$ cat src/rtl/uart_rx_periph_if.sv
// Single-cycle CPU data bus as seen by the UART receiver peripheral.
interface uart_rx_periph_if;
  logic        rd;
  logic        wr;
  logic [31:0] addr;
  logic [31:0] wdata;
  logic [31:0] rdata;

  modport master (output rd, output wr, output addr, output wdata, input rdata);
  modport slave  (input rd, input wr, input addr, input wdata, output rdata);
endinterface

$ cat src/rtl/uart_rx_periph.sv
// Memory-mapped 8N1 UART receiver: 16x oversampled framing, byte FIFO,
// RXD/CON registers and a level interrupt.
//
// state | meaning
// IDLE  | line idle, waiting for rx_s low
// START | counting to mid start bit, rejects false starts
// DATA  | sampling 8 data bits LSB first, one per OVERSAMPLE ticks
// STOP  | sampling stop bit, push byte or flag framing error
module uart_rx_periph #(
  parameter int FIFO_DEPTH = 4,
  parameter int OVERSAMPLE = 16
) (
  input  logic             clk,
  input  logic             reset,
  input  logic             baud_tick,
  input  logic             UART_RX,
  uart_rx_periph_if.slave  bus,
  output logic             irqout
);

  localparam logic [31:0] RXD_ADDR = 32'h4000_001C;
  localparam logic [31:0] CON_ADDR = 32'h4000_0020;
  localparam int PW = $clog2(FIFO_DEPTH);
  localparam int CW = $clog2(OVERSAMPLE);
  localparam logic [CW-1:0] HALF_M1 = CW'(OVERSAMPLE / 2 - 1);
  localparam logic [CW-1:0] FULL_M1 = CW'(OVERSAMPLE - 1);
  localparam logic [PW:0]   DEPTH_C = (PW + 1)'(FIFO_DEPTH);

  typedef enum logic [1:0] {IDLE, START, DATA, STOP} state_t;

  state_t        state;
  logic [CW-1:0] tick_cnt;
  logic [2:0]    bit_idx;
  logic [7:0]    shift_q;
  logic          rx_meta;
  logic          rx_s;

  logic [7:0]    mem [FIFO_DEPTH];
  logic [PW-1:0] wr_ptr;
  logic [PW-1:0] rd_ptr;
  logic [PW:0]   count;
  logic          ie;
  logic          ovr;
  logic          ferr;

  logic tick_done;
  logic stop_sample;
  logic push_req;
  logic ferr_set;
  logic ovr_set;
  logic rxd_sel;
  logic con_sel;
  logic con_wr;
  logic fifo_empty;
  logic fifo_full;
  logic pop;
  logic push;
  logic unused_wdata;

  always_ff @(posedge clk or posedge reset) begin
    if (reset) begin
      rx_meta <= 1'b1;
      rx_s    <= 1'b1;
    end else begin
      rx_meta <= UART_RX;
      rx_s    <= rx_meta;
    end
  end

  assign tick_done   = baud_tick && (tick_cnt == '0);
  assign stop_sample = (state == STOP) && tick_done;
  assign push_req    = stop_sample && rx_s;
  assign ferr_set    = stop_sample && !rx_s;

  // Tick counter runs down to zero; the sample is taken on the tick that finds it at zero.
  always_ff @(posedge clk or posedge reset) begin
    if (reset) begin
      state    <= IDLE;
      tick_cnt <= '0;
      bit_idx  <= '0;
      shift_q  <= '0;
    end else begin
      case (state)
        IDLE: begin
          if (!rx_s) begin
            state    <= START;
            tick_cnt <= HALF_M1;
          end
        end
        START: begin
          if (baud_tick) begin
            if (tick_cnt == '0) begin
              if (rx_s) begin
                state <= IDLE;
              end else begin
                state    <= DATA;
                tick_cnt <= FULL_M1;
                bit_idx  <= '0;
              end
            end else begin
              tick_cnt <= tick_cnt - 1'b1;
            end
          end
        end
        DATA: begin
          if (baud_tick) begin
            if (tick_cnt == '0) begin
              shift_q  <= {rx_s, shift_q[7:1]};
              tick_cnt <= FULL_M1;
              if (bit_idx == 3'd7) state <= STOP;
              else                 bit_idx <= bit_idx + 3'd1;
            end else begin
              tick_cnt <= tick_cnt - 1'b1;
            end
          end
        end
        STOP: begin
          if (baud_tick) begin
            if (tick_cnt == '0) state <= IDLE;
            else                tick_cnt <= tick_cnt - 1'b1;
          end
        end
        default: state <= IDLE;
      endcase
    end
  end

  assign rxd_sel    = (bus.addr == RXD_ADDR);
  assign con_sel    = (bus.addr == CON_ADDR);
  assign con_wr     = bus.wr && con_sel;
  assign fifo_empty = (count == '0);
  assign fifo_full  = (count == DEPTH_C);
  assign pop        = bus.rd && rxd_sel && !fifo_empty;
  // A pop in the same cycle frees the head slot, so a full FIFO still accepts the push.
  assign push       = push_req && (!fifo_full || pop);
  assign ovr_set    = push_req && fifo_full && !pop;

  always_ff @(posedge clk) begin
    if (push) mem[wr_ptr] <= shift_q;
  end

  always_ff @(posedge clk or posedge reset) begin
    if (reset) begin
      wr_ptr <= '0;
      rd_ptr <= '0;
      count  <= '0;
    end else begin
      if (push) wr_ptr <= wr_ptr + 1'b1;
      if (pop)  rd_ptr <= rd_ptr + 1'b1;
      case ({push, pop})
        2'b10:   count <= count + 1'b1;
        2'b01:   count <= count - 1'b1;
        default: count <= count;
      endcase
    end
  end

  always_ff @(posedge clk or posedge reset) begin
    if (reset) begin
      ie   <= 1'b0;
      ovr  <= 1'b0;
      ferr <= 1'b0;
    end else begin
      if (con_wr) ie <= bus.wdata[0];
      if (ovr_set)                      ovr <= 1'b1;
      else if (con_wr && bus.wdata[2])  ovr <= 1'b0;
      if (ferr_set)                     ferr <= 1'b1;
      else if (con_wr && bus.wdata[3])  ferr <= 1'b0;
    end
  end

  always_comb begin
    bus.rdata = 32'h0;
    if (bus.rd) begin
      if (rxd_sel && !fifo_empty) bus.rdata = {24'h0, mem[rd_ptr]};
      else if (con_sel)           bus.rdata = {28'h0, ferr, ovr, !fifo_empty, ie};
    end
  end

  assign irqout       = ie && !fifo_empty;
  assign unused_wdata = ^{bus.wdata[31:4], bus.wdata[1]};

endmodule

$ cat src/flat_wrapper.sv
// flat-port wrapper written by rule: the top's interface ports become plain ports
module uart_rx_periph_flat 
#(
  parameter int FIFO_DEPTH = 4,
  parameter int OVERSAMPLE = 16
)
  (clk, reset, baud_tick, UART_RX, irqout, bus_rd, bus_wr, bus_addr, bus_wdata, bus_rdata);
  uart_rx_periph_if bus_i ();
  input  logic clk;
  input  logic reset;
  input  logic baud_tick;
  input  logic UART_RX;
  output logic irqout;
  input wire logic [$bits(bus_i.rd)-1:0] bus_rd;
  input wire logic [$bits(bus_i.wr)-1:0] bus_wr;
  input wire logic [$bits(bus_i.addr)-1:0] bus_addr;
  input wire logic [$bits(bus_i.wdata)-1:0] bus_wdata;
  output wire logic [$bits(bus_i.rdata)-1:0] bus_rdata;
  assign bus_i.rd = bus_rd;
  assign bus_i.wr = bus_wr;
  assign bus_i.addr = bus_addr;
  assign bus_i.wdata = bus_wdata;
  assign bus_rdata = bus_i.rdata;
  uart_rx_periph #(.FIFO_DEPTH(FIFO_DEPTH), .OVERSAMPLE(OVERSAMPLE)) u_core (.clk(clk), .reset(reset), .baud_tick(baud_tick), .UART_RX(UART_RX), .bus(bus_i), .irqout(irqout));
endmodule
$ cat config.mk
export PLATFORM = sky130hd
export DESIGN_NAME = uart_rx_periph_flat
export DESIGN_NICKNAME = d
export VERILOG_FILES = /design/src/rtl/uart_rx_periph_if.sv /design/src/rtl/uart_rx_periph.sv /design/src/flat_wrapper.sv
export SDC_FILE = /design/constraint.sdc
export NUM_CORES = 1
export LEC_CHECK = 0
export BUFFER_PORTS_ARGS = -buffer_cell sky130_fd_sc_hd__buf_2
export CELL_PAD_IN_SITES_DETAIL_PLACEMENT = 1
export CELL_PAD_IN_SITES_GLOBAL_PLACEMENT = 1
export CORE_MARGIN = 1
export CORE_UTILIZATION = 41
export DETAILED_ROUTE_END_ITERATION = 12
export PLACE_DENSITY_LB_ADDON = 0.1
export SLEW_MARGIN = 20
export SYNTH_ARGS = -nofsm -noshare
export SYNTH_HDL_FRONTEND = slang
export SYNTH_SLANG_ARGS = --single-unit
$ cat constraint.sdc
create_clock -name clk -period 3.4 [get_ports clk]
set_clock_uncertainty 0.15 [all_clocks]
set_input_delay 0.68 -clock clk [delete_from_list [all_inputs] [get_ports clk]]
set_output_delay 0.68 -clock clk [all_outputs]
set_load 0.02 [all_outputs]
Yosys cells after proc, flatten, opt, wreduce, memory -nomap -nowiden
Memories as Yosys holds them, arrays and structs flattened.
Index checks and enable logic that the tools add are counted.
Operators by class
  $add $sub $neg: 6
  multiply operators: 0
  divide/modulo/power cells: 0
  order comparisons: 0
  equality and inequality tests: 21
  shift operators: 0
  mux-type cells: 36
  bitwise operators: 0
  reduce and logical (&&, ||, !) cells: 30
Operators with widths (number)
  $eq 32x31->1 const B: 2
  $mux 32: 2
  $mux 4: 9
  $mux 2: 9
  $mux 3: 6
  $ne 2x2->1 const B: 8
  $pmux 4 s4: 1
  $logic_and 1x1->1: 14
  $pmux 3 s2: 2
  $pmux 2 s4: 1
  $reduce_and 8->1: 1
  $reduce_bool 2->1: 4
  $reduce_and 7->1: 1
  $add 3x1->3 const B: 2
  $eq 2x2->1 const B: 3
  $eq 3x3->1 const B: 2
  $mux 1: 6
  $ne 2x1->1 const B: 3
  $reduce_and 6->1: 1
  $add 2x1->2 const B: 2
  $eq 2x1->1 const B: 2
  $logic_not 1->1: 4
  $logic_not 4->1: 1
  $sub 4x1->4 const B: 1
  other kinds (6): 6
Word-level totals
  register bits after elaboration: 29
  bits in latches: 0
  bits in writable memories: 32
  bits in read-only memories: 0
  word-level logic and storage cells: 106
  memories: 1
Memories
  u_core.mem: depth 4, width 8, read ports 1, clocked after memory_dff 0, write ports 1, RTL line uart_rx_periph.sv:38  | logic [7:0] mem [FIFO_DEPTH];

Logic depth before layout (Yosys ltp)
  depth after elaboration: 7
  mapped depth: 11
  mapped depth without buffers: 11

Least setup slack after synthesis
OpenSTA, ideal clock, no wires.
  kind: input port to flip-flop
  start point: in bus_addr[7]
  end point: reg u_core.count[2]
  arrival time: 2.497 ns
  data required time: 3.171 ns
  path slack: 0.674 ns
  stages: 10
  buffers on the path: 1
  cells stage by stage: nor4_2 nand4_1 nor3_2 buf_6 ha_1 inv_1 fa_1 xor2_1 nor2_1 xor2_1
Between the ends
  word-level cells in the longest chain between the ends: 7
Ends and longest elaborated chain
  from (decl): RTL line flat_wrapper.sv:16  | input wire logic [$bits(bus_i.addr)-1:0] bus_addr;
  $eq 32x31->1 (*): RTL line uart_rx_periph.sv:128  | assign rxd_sel = (bus.addr == RXD_ADDR);
  $logic_and 1x1->1 (*) (2 in series): RTL line uart_rx_periph.sv:133  | assign pop = bus.rd && rxd_sel && !fifo_empty;
  via u_core.pop: RTL line uart_rx_periph.sv:56  | logic pop;
  $logic_or 1x1->1: RTL line uart_rx_periph.sv:135  | assign push = push_req && (!fifo_full || pop);
  $logic_and 1x1->1: RTL line uart_rx_periph.sv:135
  $eq 2x1->1 or $eq 2x2->1 (tied branches): RTL line uart_rx_periph.sv:150  | case ({push, pop})
  $pmux 3 s2 or $reduce_bool 2->1 (tied branches)
  to (signal assigned): RTL line uart_rx_periph.sv:151  | 2'b10: count <= count + 1'b1;
  to (signal assigned): RTL line uart_rx_periph.sv:152  | 2'b01: count <= count - 1'b1;
  to (signal assigned): RTL line uart_rx_periph.sv:153  | default: count <= count;
  to (decl): RTL line uart_rx_periph.sv:41  | logic [PW:0] count;
The timed path passes the listed nets; every way through them passes the cells marked *.
A chain may end at the register's enable or synchronous reset.

Worst setup path in the final report
  start point: in bus_addr[7]
  end point: out bus_rdata[3]
Between the ends
  word-level cells in the longest chain between the ends: 4
Ends and longest elaborated chain
  $eq 32x31->1 (on tied branches): RTL line uart_rx_periph.sv:129, uart_rx_periph.sv:128
  $mux 4 or $logic_and 1x1->1 (tied branches): RTL line uart_rx_periph.sv:176, uart_rx_periph.sv:175
  $mux 32 (*): RTL line uart_rx_periph.sv:175  | if (rxd_sel && !fifo_empty) bus.rdata = {24'h0, mem[rd_ptr]};
  $mux 32 (*): RTL line uart_rx_periph.sv:174  | if (bus.rd) begin
  to (decl): RTL line flat_wrapper.sv:18  | output wire logic [$bits(bus_i.rdata)-1:0] bus_rdata;
Mark *: on every way between the ends. The rest lies on a longest branch, timed or not.

==> summary.md <==
| Metric | Value |
|---|---|
| Core region area | `7807 um^2` |
| Fin crit period | `2.958 ns` |
| Number of global-route vias before repair | `about 2300` |
| Detail Route Antenna Nets | `0` |
| Die ar. | `around 8500 um^2` |
| Finished Core Util | `48.97%` |
| GRT overflow | `0` |
| WP data required | `2.57 ns` |
| Post-synth EDFFs | `32` |
| Antenna violations before repair | `0` |
| Fillers | `between 800 and 900` |
| Post-synthesis sequential area ratio | `approximately half` |
| Peak supply drop | `0.3337 mV` |
| Worst hold-check path type | `flip-flop to flip-flop` |
| Most frequent CP cell | `buf_2` |
| Yosys warnings | `0` |
| Fin. max-slew vios | `0` |
| Io pins | `between 100 and 150` |
| Die H | `92.45 um` |
| Setup-failing EPs final | `0` |
| Prevailing post-synth register cell | `edfxtp_1` |
| Mapped Cells | `~260` |
| Number of remaining DRC errors | `0` |
| Crit path cell chain | `buf_2, nor4_2, nand4_1, nor3_2, buf_4, a22o_1, buf_2` |
| Final std cells w/o fill | `425` |
| Initial Util | `a little over two fifths` |
| Num CTS Buffers | `9` |
| CP max stage cell | `nor4_2` |
| Worst-path clk slew | `roughly 0.070 ns` |
| Final Cell Area | `3824 um^2` |
| Netlist cell types | `60` |
| Area Growth Syn to Fin | `13.99%` |
| Worst Path Arrival | `2.13 ns` |
| Final Hold Viols | `0` |
| Placed Area | `3650 um^2` |
| Syn Area/Cell | `between 10 and 15 um^2` |
| GP Congestion | `0.7473` |
| GR Util All Layers | `17.65%` |
| Synth area leader | `edfxtp_1` |
| Vias | `2170` |
| Num rows | `32` |
| Sink Count | `~60` |
| Post-Syn Area | `3354 um^2` |
| DPL Wire Length | `5.053 mm` |
| Ys async rst share | `47.54%` |
| Diode count | `0` |
| H-tree lvl count | `3` |
| Initial DRC count | `99` |
| Hold depth | `0` |
| Status | `complete, no violations` |
| RSZ-0062 raised after global routing | `false` |
| Post-CTS sizing | `0` |
| I/O Buffers | `49` |
| Crit path kind | `input pin to primary output` |
| Setup WS pre-CTS | `0.3225 ns` |
| Hold Slack | `0.2084 ns` |
| Critical path peak fanout | `6` |
| Placed Cells | `409` |
| Clk_lat worst skew | `0.34 ns` |
| Worst slew pin tran | `0.6382 ns` |
| Top post-synthesis cells by area | `edfxtp_1 (29%), dfrtp_1 (20%), buf_4 (5.6%), mux4_2 (5.4%), ha_1 (5.2%)` |
| Share of layout cells above drive strength 1 | `34.98%` |
| Clk root buf | `clkbuf_8` |
| FF+latch area | `1689 um^2` |
| Total wire length | `6.739 mm` |
| Depth of the most critical reg-to-reg path | `11` |
| Average routed wire per standard cell | `15.86 um` |
| Final Cycle Share | `86.99%` |
| Normalized max-slew margin | `57.36%` |
| Pwr Total | `approximately 2 mW` |
| Detailed-route vias per instance | `5.106` |
| Pin count of the biggest net entering global routing | `30` |
| Setup TNS | `0 ns` |
| Die width | `between 90 and 100 um` |
| Final worst slack | `roughly 0.44 ns` |
| Area taken by multi-input logic gates | `1441 um^2` |
| Leakage Power | `1.698 nW` |
| Max-cap check violation count | `0` |
| CTS tree | `done` |
| Layout Nets | `403` |
| CP Capture Type | `primary output` |
| Clock buffer depth | `2` |
| Seq cells post-synth | `61` |
| Hold-fix buffers, CTS | `0` |
| First-pass GRT wire length | `11.28 mm` |
| Synth top area share | `28.65%` |
| CP max stage delay | `0.37 ns` |
| Pwr Density | `524.7 nW/um^2` |
| Startpoint types | `input pin` |
| Post-CTS setup buffers | `0` |
| Max Clk Rate | `338.1 MHz` |
| Drt first pass iters | `4` |
-- sequential cells by signal (all words and copies together), names as in the netlist, named ones only --
register,count
u_core.ferr,1
u_core.tick_cnt,4
u_core.rx_s,1
u_core.state,1
u_core.rx_meta,1
u_core.wr_ptr,2
u_core.bit_idx,3
u_core.shift_q,8
u_core.ovr,1
u_core.ie,1
u_core.mem,32
u_core.count,3
u_core.rd_ptr,2
-- critical path, delay by kind of cell --
kind	cells	cell delay [ns]
AO/OA/AOI/OAI	1	0.15
buffers and inverters	3	0.46
AND/OR/NAND/NOR	3	0.82
-- per-layer routing --
metal  track usage, %  wire length [um]
met4            7.031                99
met2            29.69              3351
met3            3.777               235
met1            22.10              3053
met5                0                 0
-- final cells by class --
cell class,instances,share of cell area (%)
clock inverter,7,1.309
clock buffer,9,3.240
tap,102,3.338
inverter,19,1.865
sequential,61,44.18
timing repair buffer,59,8.377
multi-input combinational,168,37.70
-- cell usage after synthesis, types with 2 or more instances --
cell	number
a21oi_1	2
a221oi_1	2
a22o_1	5
a31oi_1	2
and2_1	9
and4_4	2
buf_4	25
buf_6	3
dfrtp_1	27
dfstp_2	2
edfxtp_1	32
ha_1	14
inv_1	19
mux2_1	3
mux2_2	10
mux2i_1	3
mux4_2	8
nand2_1	13
nand3_1	3
nand4_1	7
nor2_1	9
nor3_1	2
nor3_2	2
nor3b_1	2
nor4_1	4
nor4_2	4
o21ai_0	5
o21ai_1	2
xnor2_1	2
xor2_1	2
-- cells by family after synthesis --
group                    count (synthesis)  synth area share, %
AO/OA/AOI/OAI                           30                7.460
buffers and inverters                   49                9.250
other                                    1               0.1118
AND/OR/NAND/NOR                         70                14.84
adder cells (fa/ha/maj)                 15                5.819
multiplexers                            24                10.63
XOR/XNOR                                 5                1.530
flip-flops                              61                50.35
-- where the power goes --
group,switching (mW),internal [mW]
Clock,0.311,0.266
Combinational,0.268,0.235
Sequential,0.0768,0.849
Total,0.656,1.35
-- placed cells by master (no fill, tap or decap), types with 9 or more instances in the layout --
master and instances:
buf_2 49, edfxtp_1 32, dfrtp_1 27, conb_1 24, inv_1 19, ha_1 14, nand2_1 13, mux2_2 10
buf_4 10, nor2_1 9, and2_1 9, clkbuf_8 9
-- final timing paths --
check / start / to / slack, ns
min in group asynchronous: reset / u_core.rd_ptr[0]$_DFFE_PP0P_ / 0.26
max in group asynchronous: reset / u_core.rx_s$_DFF_PP1_ / 2.52
worst max-delay path: bus_addr[7] / bus_rdata[3] / 0.44
worst max register to register: u_core.count[0]$_DFFE_PP0P_ / u_core.count[2]$_DFFE_PP0P_ / 0.72
worst min-delay path: u_core.rx_meta$_DFF_PP1_ / u_core.rx_s$_DFF_PP1_ / 0.21
worst min register to register: u_core.rx_meta$_DFF_PP1_ / u_core.rx_s$_DFF_PP1_ / 0.21
No activity file was read; power rests on OpenSTA's default activity.
